$ cat config.mk
export PLATFORM = sky130hd
export DESIGN_NAME = return_addr_stack
export DESIGN_NICKNAME = d
export VERILOG_FILES = /design/src/rtl/ras_pkg.sv /design/src/rtl/ras_ptr_ctrl.sv /design/src/rtl/return_addr_stack.sv
export SDC_FILE = /design/constraint.sdc
export NUM_CORES = 1
export LEC_CHECK = 0
export ABC_AREA = 1
export ABC_CLOCK_PERIOD_IN_PS = 5000
export CAP_MARGIN = 20
export CORE_UTILIZATION = 45
export CTS_CLUSTER_SIZE = 16
export DETAILED_ROUTE_END_ITERATION = 8
export PLACE_DENSITY = 0.73
export SETUP_SLACK_MARGIN = 0.4
export SYNTH_ARGS = -nofsm -noshare
export SYNTH_HDL_FRONTEND = slang
export SYNTH_SLANG_ARGS = --single-unit
$ cat constraint.sdc
create_clock -name clk -period 5 [get_ports clk]
set_clock_uncertainty 0.15 [all_clocks]
set_input_delay 1 -clock clk [delete_from_list [all_inputs] [get_ports clk]]
set_output_delay 1 -clock clk [all_outputs]
set_load 0.05 [all_outputs]
$ cat src/rtl/ras_pkg.sv
// ras_pkg: shared types and constants for the return-address stack.
//   addr_t            - 16-bit return address
//   RAS_DEPTH_DEFAULT - default number of stack entries
//   ras_op_t          - per-cycle operation, encoded directly as {push,pop}
package ras_pkg;

    typedef logic [15:0] addr_t;

    localparam int RAS_DEPTH_DEFAULT = 8;

    typedef enum logic [1:0] {
        RAS_NOP  = 2'b00,
        RAS_PUSH = 2'b10,
        RAS_POP  = 2'b01,
        RAS_REPL = 2'b11
    } ras_op_t;

endpackage

$ cat src/rtl/ras_ptr_ctrl.sv
// ras_ptr_ctrl: stack pointer, entry count, status flags and sticky error.
//   clk, rst_n             - clock, async active-low reset
//   push_i, pop_i          - operation request, decoded as ras_op_t
//   err_clr_i              - synchronous clear of err_o (a new error wins)
//   we_o, widx_o           - storage write enable and slot
//   ridx_o                 - slot that becomes the top after a pop (sp-2)
//   pop_o, last_o          - a pop is taking effect / it empties the stack
//   depth_o, empty_o, full_o, err_o - registered status
// Macro RAS_OVF_WRAP_EN: push on full overwrites the oldest entry instead
// of being dropped with an error.
module ras_ptr_ctrl
    import ras_pkg::*;
#(
    parameter int DEPTH = RAS_DEPTH_DEFAULT
) (
    input  logic                     clk,
    input  logic                     rst_n,
    input  logic                     push_i,
    input  logic                     pop_i,
    input  logic                     err_clr_i,
    output logic                     we_o,
    output logic [$clog2(DEPTH)-1:0] widx_o,
    output logic [$clog2(DEPTH)-1:0] ridx_o,
    output logic                     pop_o,
    output logic                     last_o,
    output logic [$clog2(DEPTH):0]   depth_o,
    output logic                     empty_o,
    output logic                     full_o,
    output logic                     err_o
);

    localparam int PW = $clog2(DEPTH);
    localparam int DW = PW + 1;

    ras_op_t         op;
    logic            is_push, push_ok, repl, pop_ok, unf, ovf_err;
    logic [PW-1:0]   sp_q, sp_d;
    logic [DW-1:0]   depth_q, depth_d;
    logic            empty_q, full_q, err_q, err_d;

    always_comb begin
        op      = ras_op_t'({push_i, pop_i});
        // a tail call on an empty stack has no top to replace, so it pushes
        is_push = op == RAS_PUSH || (op == RAS_REPL && empty_q);
        repl    = op == RAS_REPL && !empty_q;
`ifdef RAS_OVF_WRAP_EN
        push_ok = is_push;
        ovf_err = 1'b0;
`else
        push_ok = is_push && !full_q;
        ovf_err = is_push && full_q;
`endif
        pop_ok  = op == RAS_POP && !empty_q;
        unf     = op == RAS_POP && empty_q;
        sp_d    = push_ok ? sp_q + PW'(1) : pop_ok ? sp_q - PW'(1) : sp_q;
        // a wrapping push on full keeps depth at DEPTH
        depth_d = (push_ok && !full_q) ? depth_q + DW'(1) :
                  pop_ok ? depth_q - DW'(1) : depth_q;
        err_d   = (unf || ovf_err) ? 1'b1 : err_clr_i ? 1'b0 : err_q;
    end

    always_ff @(posedge clk or negedge rst_n) begin
        if (!rst_n) begin
            sp_q    <= '0;
            depth_q <= '0;
            empty_q <= 1'b1;
            full_q  <= 1'b0;
            err_q   <= 1'b0;
        end else begin
            sp_q    <= sp_d;
            depth_q <= depth_d;
            empty_q <= depth_d == '0;
            full_q  <= depth_d == DW'(DEPTH);
            err_q   <= err_d;
        end
    end

    assign we_o    = push_ok || repl;
    assign widx_o  = repl ? sp_q - PW'(1) : sp_q;
    assign ridx_o  = sp_q - PW'(2);
    assign pop_o   = pop_ok;
    assign last_o  = depth_q == DW'(1);
    assign depth_o = depth_q;
    assign empty_o = empty_q;
    assign full_o  = full_q;
    assign err_o   = err_q;

endmodule

$ cat src/rtl/return_addr_stack.sv
// return_addr_stack: return-address stack for the call/return path.
//   clk, rst_n   - clock, async active-low reset
//   push         - call: push push_addr (PC+1)
//   push_addr    - return address to store
//   pop          - return: discard the top entry
//   err_clr      - clear the sticky err flag
//   top_addr     - registered current top entry, 0 when empty
//   empty, full, depth, err - registered status
// Macro RAS_OVF_WRAP_EN: circular overwrite on push when full.
module return_addr_stack
    import ras_pkg::*;
#(
    parameter int DEPTH = RAS_DEPTH_DEFAULT,
    parameter int AW    = 16
) (
    input  logic                   clk,
    input  logic                   rst_n,
    input  logic                   push,
    input  logic [AW-1:0]          push_addr,
    input  logic                   pop,
    input  logic                   err_clr,
    output logic [AW-1:0]          top_addr,
    output logic                   empty,
    output logic                   full,
    output logic [$clog2(DEPTH):0] depth,
    output logic                   err
);

    localparam int PW = $clog2(DEPTH);

    logic          we, pop_ok, last;
    logic [PW-1:0] widx, ridx;
    logic [AW-1:0] mem_q [DEPTH];
    logic [AW-1:0] top_q, top_d;

    ras_ptr_ctrl #(.DEPTH(DEPTH)) u_ctrl (
        .clk       (clk),
        .rst_n     (rst_n),
        .push_i    (push),
        .pop_i     (pop),
        .err_clr_i (err_clr),
        .we_o      (we),
        .widx_o    (widx),
        .ridx_o    (ridx),
        .pop_o     (pop_ok),
        .last_o    (last),
        .depth_o   (depth),
        .empty_o   (empty),
        .full_o    (full),
        .err_o     (err)
    );

    // storage needs no reset: only slots below sp are ever read
    always_ff @(posedge clk) begin
        if (we) mem_q[widx] <= push_addr;
    end

    // top_addr is kept as a shadow of mem[sp-1] so the consumer sees it
    // with no read latency in the cycle it pops
    always_comb begin
        top_d = we ? push_addr : pop_ok ? (last ? '0 : mem_q[ridx]) : top_q;
    end

    always_ff @(posedge clk or negedge rst_n) begin
        if (!rst_n) top_q <= '0;
        else        top_q <= top_d;
    end

    assign top_addr = top_q;

endmodule

==> results.rst <==
.. list-table::
   :header-rows: 1

   * - Metric
     - Value
   * - Run status
     - completed
   * - Most used cell, CP
     - sky130_fd_sc_hd__nand2_1
   * - Total Die Area
     - 16310 sq um
   * - Endpoint of the worst-slack reg-to-reg timing path
     - mem_q[6][10]
   * - Count of placed standard cells including taps
     - 980
   * - Site Rows
     - 45
   * - Power per Cell Area
     - between 600 and 700 nW/um^2
   * - Area overhead of the layout relative to synthesis
     - 16.54%
   * - Core footprint
     - roughly 15000 sq um
   * - Number of buffers added to fix hold violations after cts
     - 0
   * - Length of the first detailed-routing pass in iterations
     - 5
   * - Reg2reg path depth
     - 9
   * - Layout cells sized above 1
     - under 10%
   * - Global-route usage over all layers
     - 20.95%
   * - Syn Inst Count
     - 739
   * - Transition time at the pin with the least slew margin
     - 862.0 ps
   * - Cell with the largest stage delay on the worst path
     - sky130_fd_sc_hd__clkdlybuf4s50_1
   * - Final Max Slew Viols
     - 0
   * - Half-perimeter wire length after placement
     - 9.979 mm
   * - Largest net degree at the start of global routing
     - 68
   * - Setup repair bufs after CTS
     - 0
   * - I/O pin total
     - 44
   * - R2R Path Start
     - u_ctrl.sp_q[0]
   * - Headroom to the max-slew limit
     - between 40% and 50%
   * - CP Buf/Inv Count
     - 4
   * - TritonCTS clock tree
     - done
   * - Highest net fanout along the worst path
     - 10
   * - Initial DRC count
     - 323
   * - Setup violations, final
     - 0
   * - Worst min-delay path class
     - register to register
   * - Filler cells
     - 1382
   * - Max-capacitance violation count
     - 0
   * - Number of distinct library cell variants in the gate-level netlist after synthesis
     - 29
   * - Beginning of the worst hold path
     - top_addr[14]
   * - Maximum cell stage delay along the critical path
     - ~530 ps
   * - Leak
     - between 3 and 4 nW
   * - Total wire length after detailed routing
     - 15.42 mm
   * - Mapped cell area
     - around 7100 sq um
   * - Cts bufs inserted
     - 17
   * - Total clock sinks
     - approximately 150
   * - Pre-CTS setup slack
     - ~1400 ps
   * - Ant. Diodes
     - 0
   * - Via density per instance
     - about 4.8
   * - Register-to-Register Setup Slack
     - ~1900 ps
   * - Deepest level of the CTS H-tree
     - 4
   * - Commonest cells after routing, fill and taps aside
     - 236 x sky130_fd_sc_hd__nand2_1, 159 x sky130_fd_sc_hd__inv_1, 128 x sky130_fd_sc_hd__edfxtp_1
   * - Worst Slack Setup Final
     - between 1500 and 2000 ps
   * - Overall die width
     - between 100 and 150 microns
   * - Dominant delay contributor by cell family on the critical path
     - buffers and inverters
   * - Wire per inst
     - about 15 microns
   * - Count of vias placed by the detailed router
     - approximately 4800
   * - Hold-critical path endpoint
     - top_addr[14]
   * - Final setup TNS
     - 0 ps
   * - Arrival time at the worst endpoint
     - roughly 3100 ps
   * - Share of synthesized area occupied by flip-flops and latches
     - between 60% and 70%
   * - Final Util
     - about 54%
   * - Crit-path cells
     - clkdlybuf4s50_1, inv_1, nor2_1, nand2_1, inv_1, nand2_1, o21ai_1, nand2_1, nor2_1, buf_4
   * - Total gr overflow
     - 0
   * - Critical path endpoint category
     - register
   * - Net Count, Synth
     - roughly 770
   * - Chip height
     - ~130 microns
   * - Final critical path time including I/O delays and setup
     - ~3200 ps
   * - Via count of the first global-routing pass
     - ~4800
   * - Synthesis Warnings
     - 0
   * - Final non-filler cell total
     - just over 1000
   * - Required time of the critical path
     - around 5000 ps
   * - Most common cell after layout, fill and taps aside
     - sky130_fd_sc_hd__nand2_1
   * - Share of the clock period used by the worst path
     - between 60% and 70%
   * - First-pass GRT wire length
     - around 25 mm
   * - Syn Area/Cell
     - 9.622 sq um
   * - DRC violation count after routing
     - 0
   * - Hold-critical path depth
     - 2
   * - Number of antenna violations at the first check in global routing
     - 0
   * - Setup repair after global routing missed its margin
     - no
   * - Type of the setup path with the least slack
     - input pin to register
   * - Critical Path Start Type
     - input pin
   * - Peak supply drop
     - between 0.0003 and 0.0004 V
   * - Routability congestion estimate
     - approximately 0.86
   * - Antenna-violating nets left
     - 0
   * - Count of port buffers added during placement
     - 43
   * - Starting utilization of the core area
     - 46.43%
   * - Clock transition at path regs
     - around 60 ps
   * - Final hold vios
     - 0
   * - Master cell of the clock root buffer
     - sky130_fd_sc_hd__clkbuf_16
   * - #FFs+latches synth
     - approximately 150
   * - Total power
     - about 0.0051 W
   * - Number of gates resized after CTS
     - 0
   * - Achievable Freq
     - around 0.32 GHz
   * - Number of nets in the final layout
     - 814
   * - Worst-Skew Late Latency
     - 430 ps
   * - Number of buffers between clock root and the deepest sink
     - 2
-- kinds of logic after synthesis --
family,Yosys count,share of synthesized area (%)
AND/OR/NAND/NOR,346,21.03
XOR/XNOR,3,0.3696
adder cells (fa/ha/maj),5,0.8798
flip-flops,154,63.22
AO/OA/AOI/OAI,42,3.783
buffers and inverters,189,10.72
-- area by class of cell --
class                      count  area, sq um  share of cell area, %
sequential                   154         4497                  54.27
inverter                     164        615.6                  7.429
clock buffer                  18        429.2                  5.179
multi-input combinational    396         1853                  22.36
clock inverter                14        107.6                  1.299
tap                          211        264.0                  3.186
timing repair buffer          55        520.5                  6.281
-- per-layer routing --
metal / track usage (%) / vias up / share of wire (%)
li1: - / 2405 / -
met1: 25.88 / 2282 / 42
met2: 35.39 / 130 / 50
met3: 5.467 / 24 / 5.9
met4: 8.028 / 0 / 1.7
met5: 0 / - / 0
-- Yosys cell counts (all sizes together) --
library cell  count  area (sq um)
nand2           239         909.6
xor2              3         26.28
dfstp             1         26.28
nand4             1         6.260
o21ai             7         38.78
inv             164         615.6
nand3            73         415.4
o221ai            1         8.760
buf              21         131.4
a21oi            33         214.0
ha                5         62.56
o21bai            1         7.510
dfrtp            25         625.6
nor2             33         163.9
clkbuf            4         15.01
edfxtp          128          3844
-- worst max path at each step --
stage / startpoint / cells past startpoint / to
after global routing: pop / 10 / mem_q[6][10]
after floorplan: push / 7 / mem_q[0][0]
final: pop / 10 / mem_q[6][10]
after global placement: pop / 8 / mem_q[6][15]
after detailed placement: pop / 8 / mem_q[6][10]
after CTS: pop / 8 / mem_q[6][10]
-- worst min-delay path, stage by stage, from the launching register on --
cell and delay (ps):
sky130_fd_sc_hd__dfrtp_1 340, sky130_fd_sc_hd__nor2_1 50, sky130_fd_sc_hd__a21oi_2 80
-- stage by stage --
step                      hold slack, ps  instance area, sq um
after floorplan                    552.9                  7111
after global placement             350.2                  7750
after detailed placement           355.0                  7750
after CTS                          368.3                  8287
after global routing               379.0                  8287
final                              362.6                  8287
-- state kept, by name, summed over array words and instances (netlist names) --
register and cells:
u_ctrl.sp_q 3, top_addr 16, mem_q 128, u_ctrl.depth_o 4, u_ctrl.full_o 1, u_ctrl.empty_o 1
u_ctrl.err_o 1
-- power by group --
part / total, W / internal (W) / switching [W]
clock: 0.00117 / 0.000673 / 0.000497
combinational: 0.00211 / 0.000626 / 0.00149
sequential: 0.00180 / 0.00168 / 0.000119
Power figures use the tool's default switching activity.
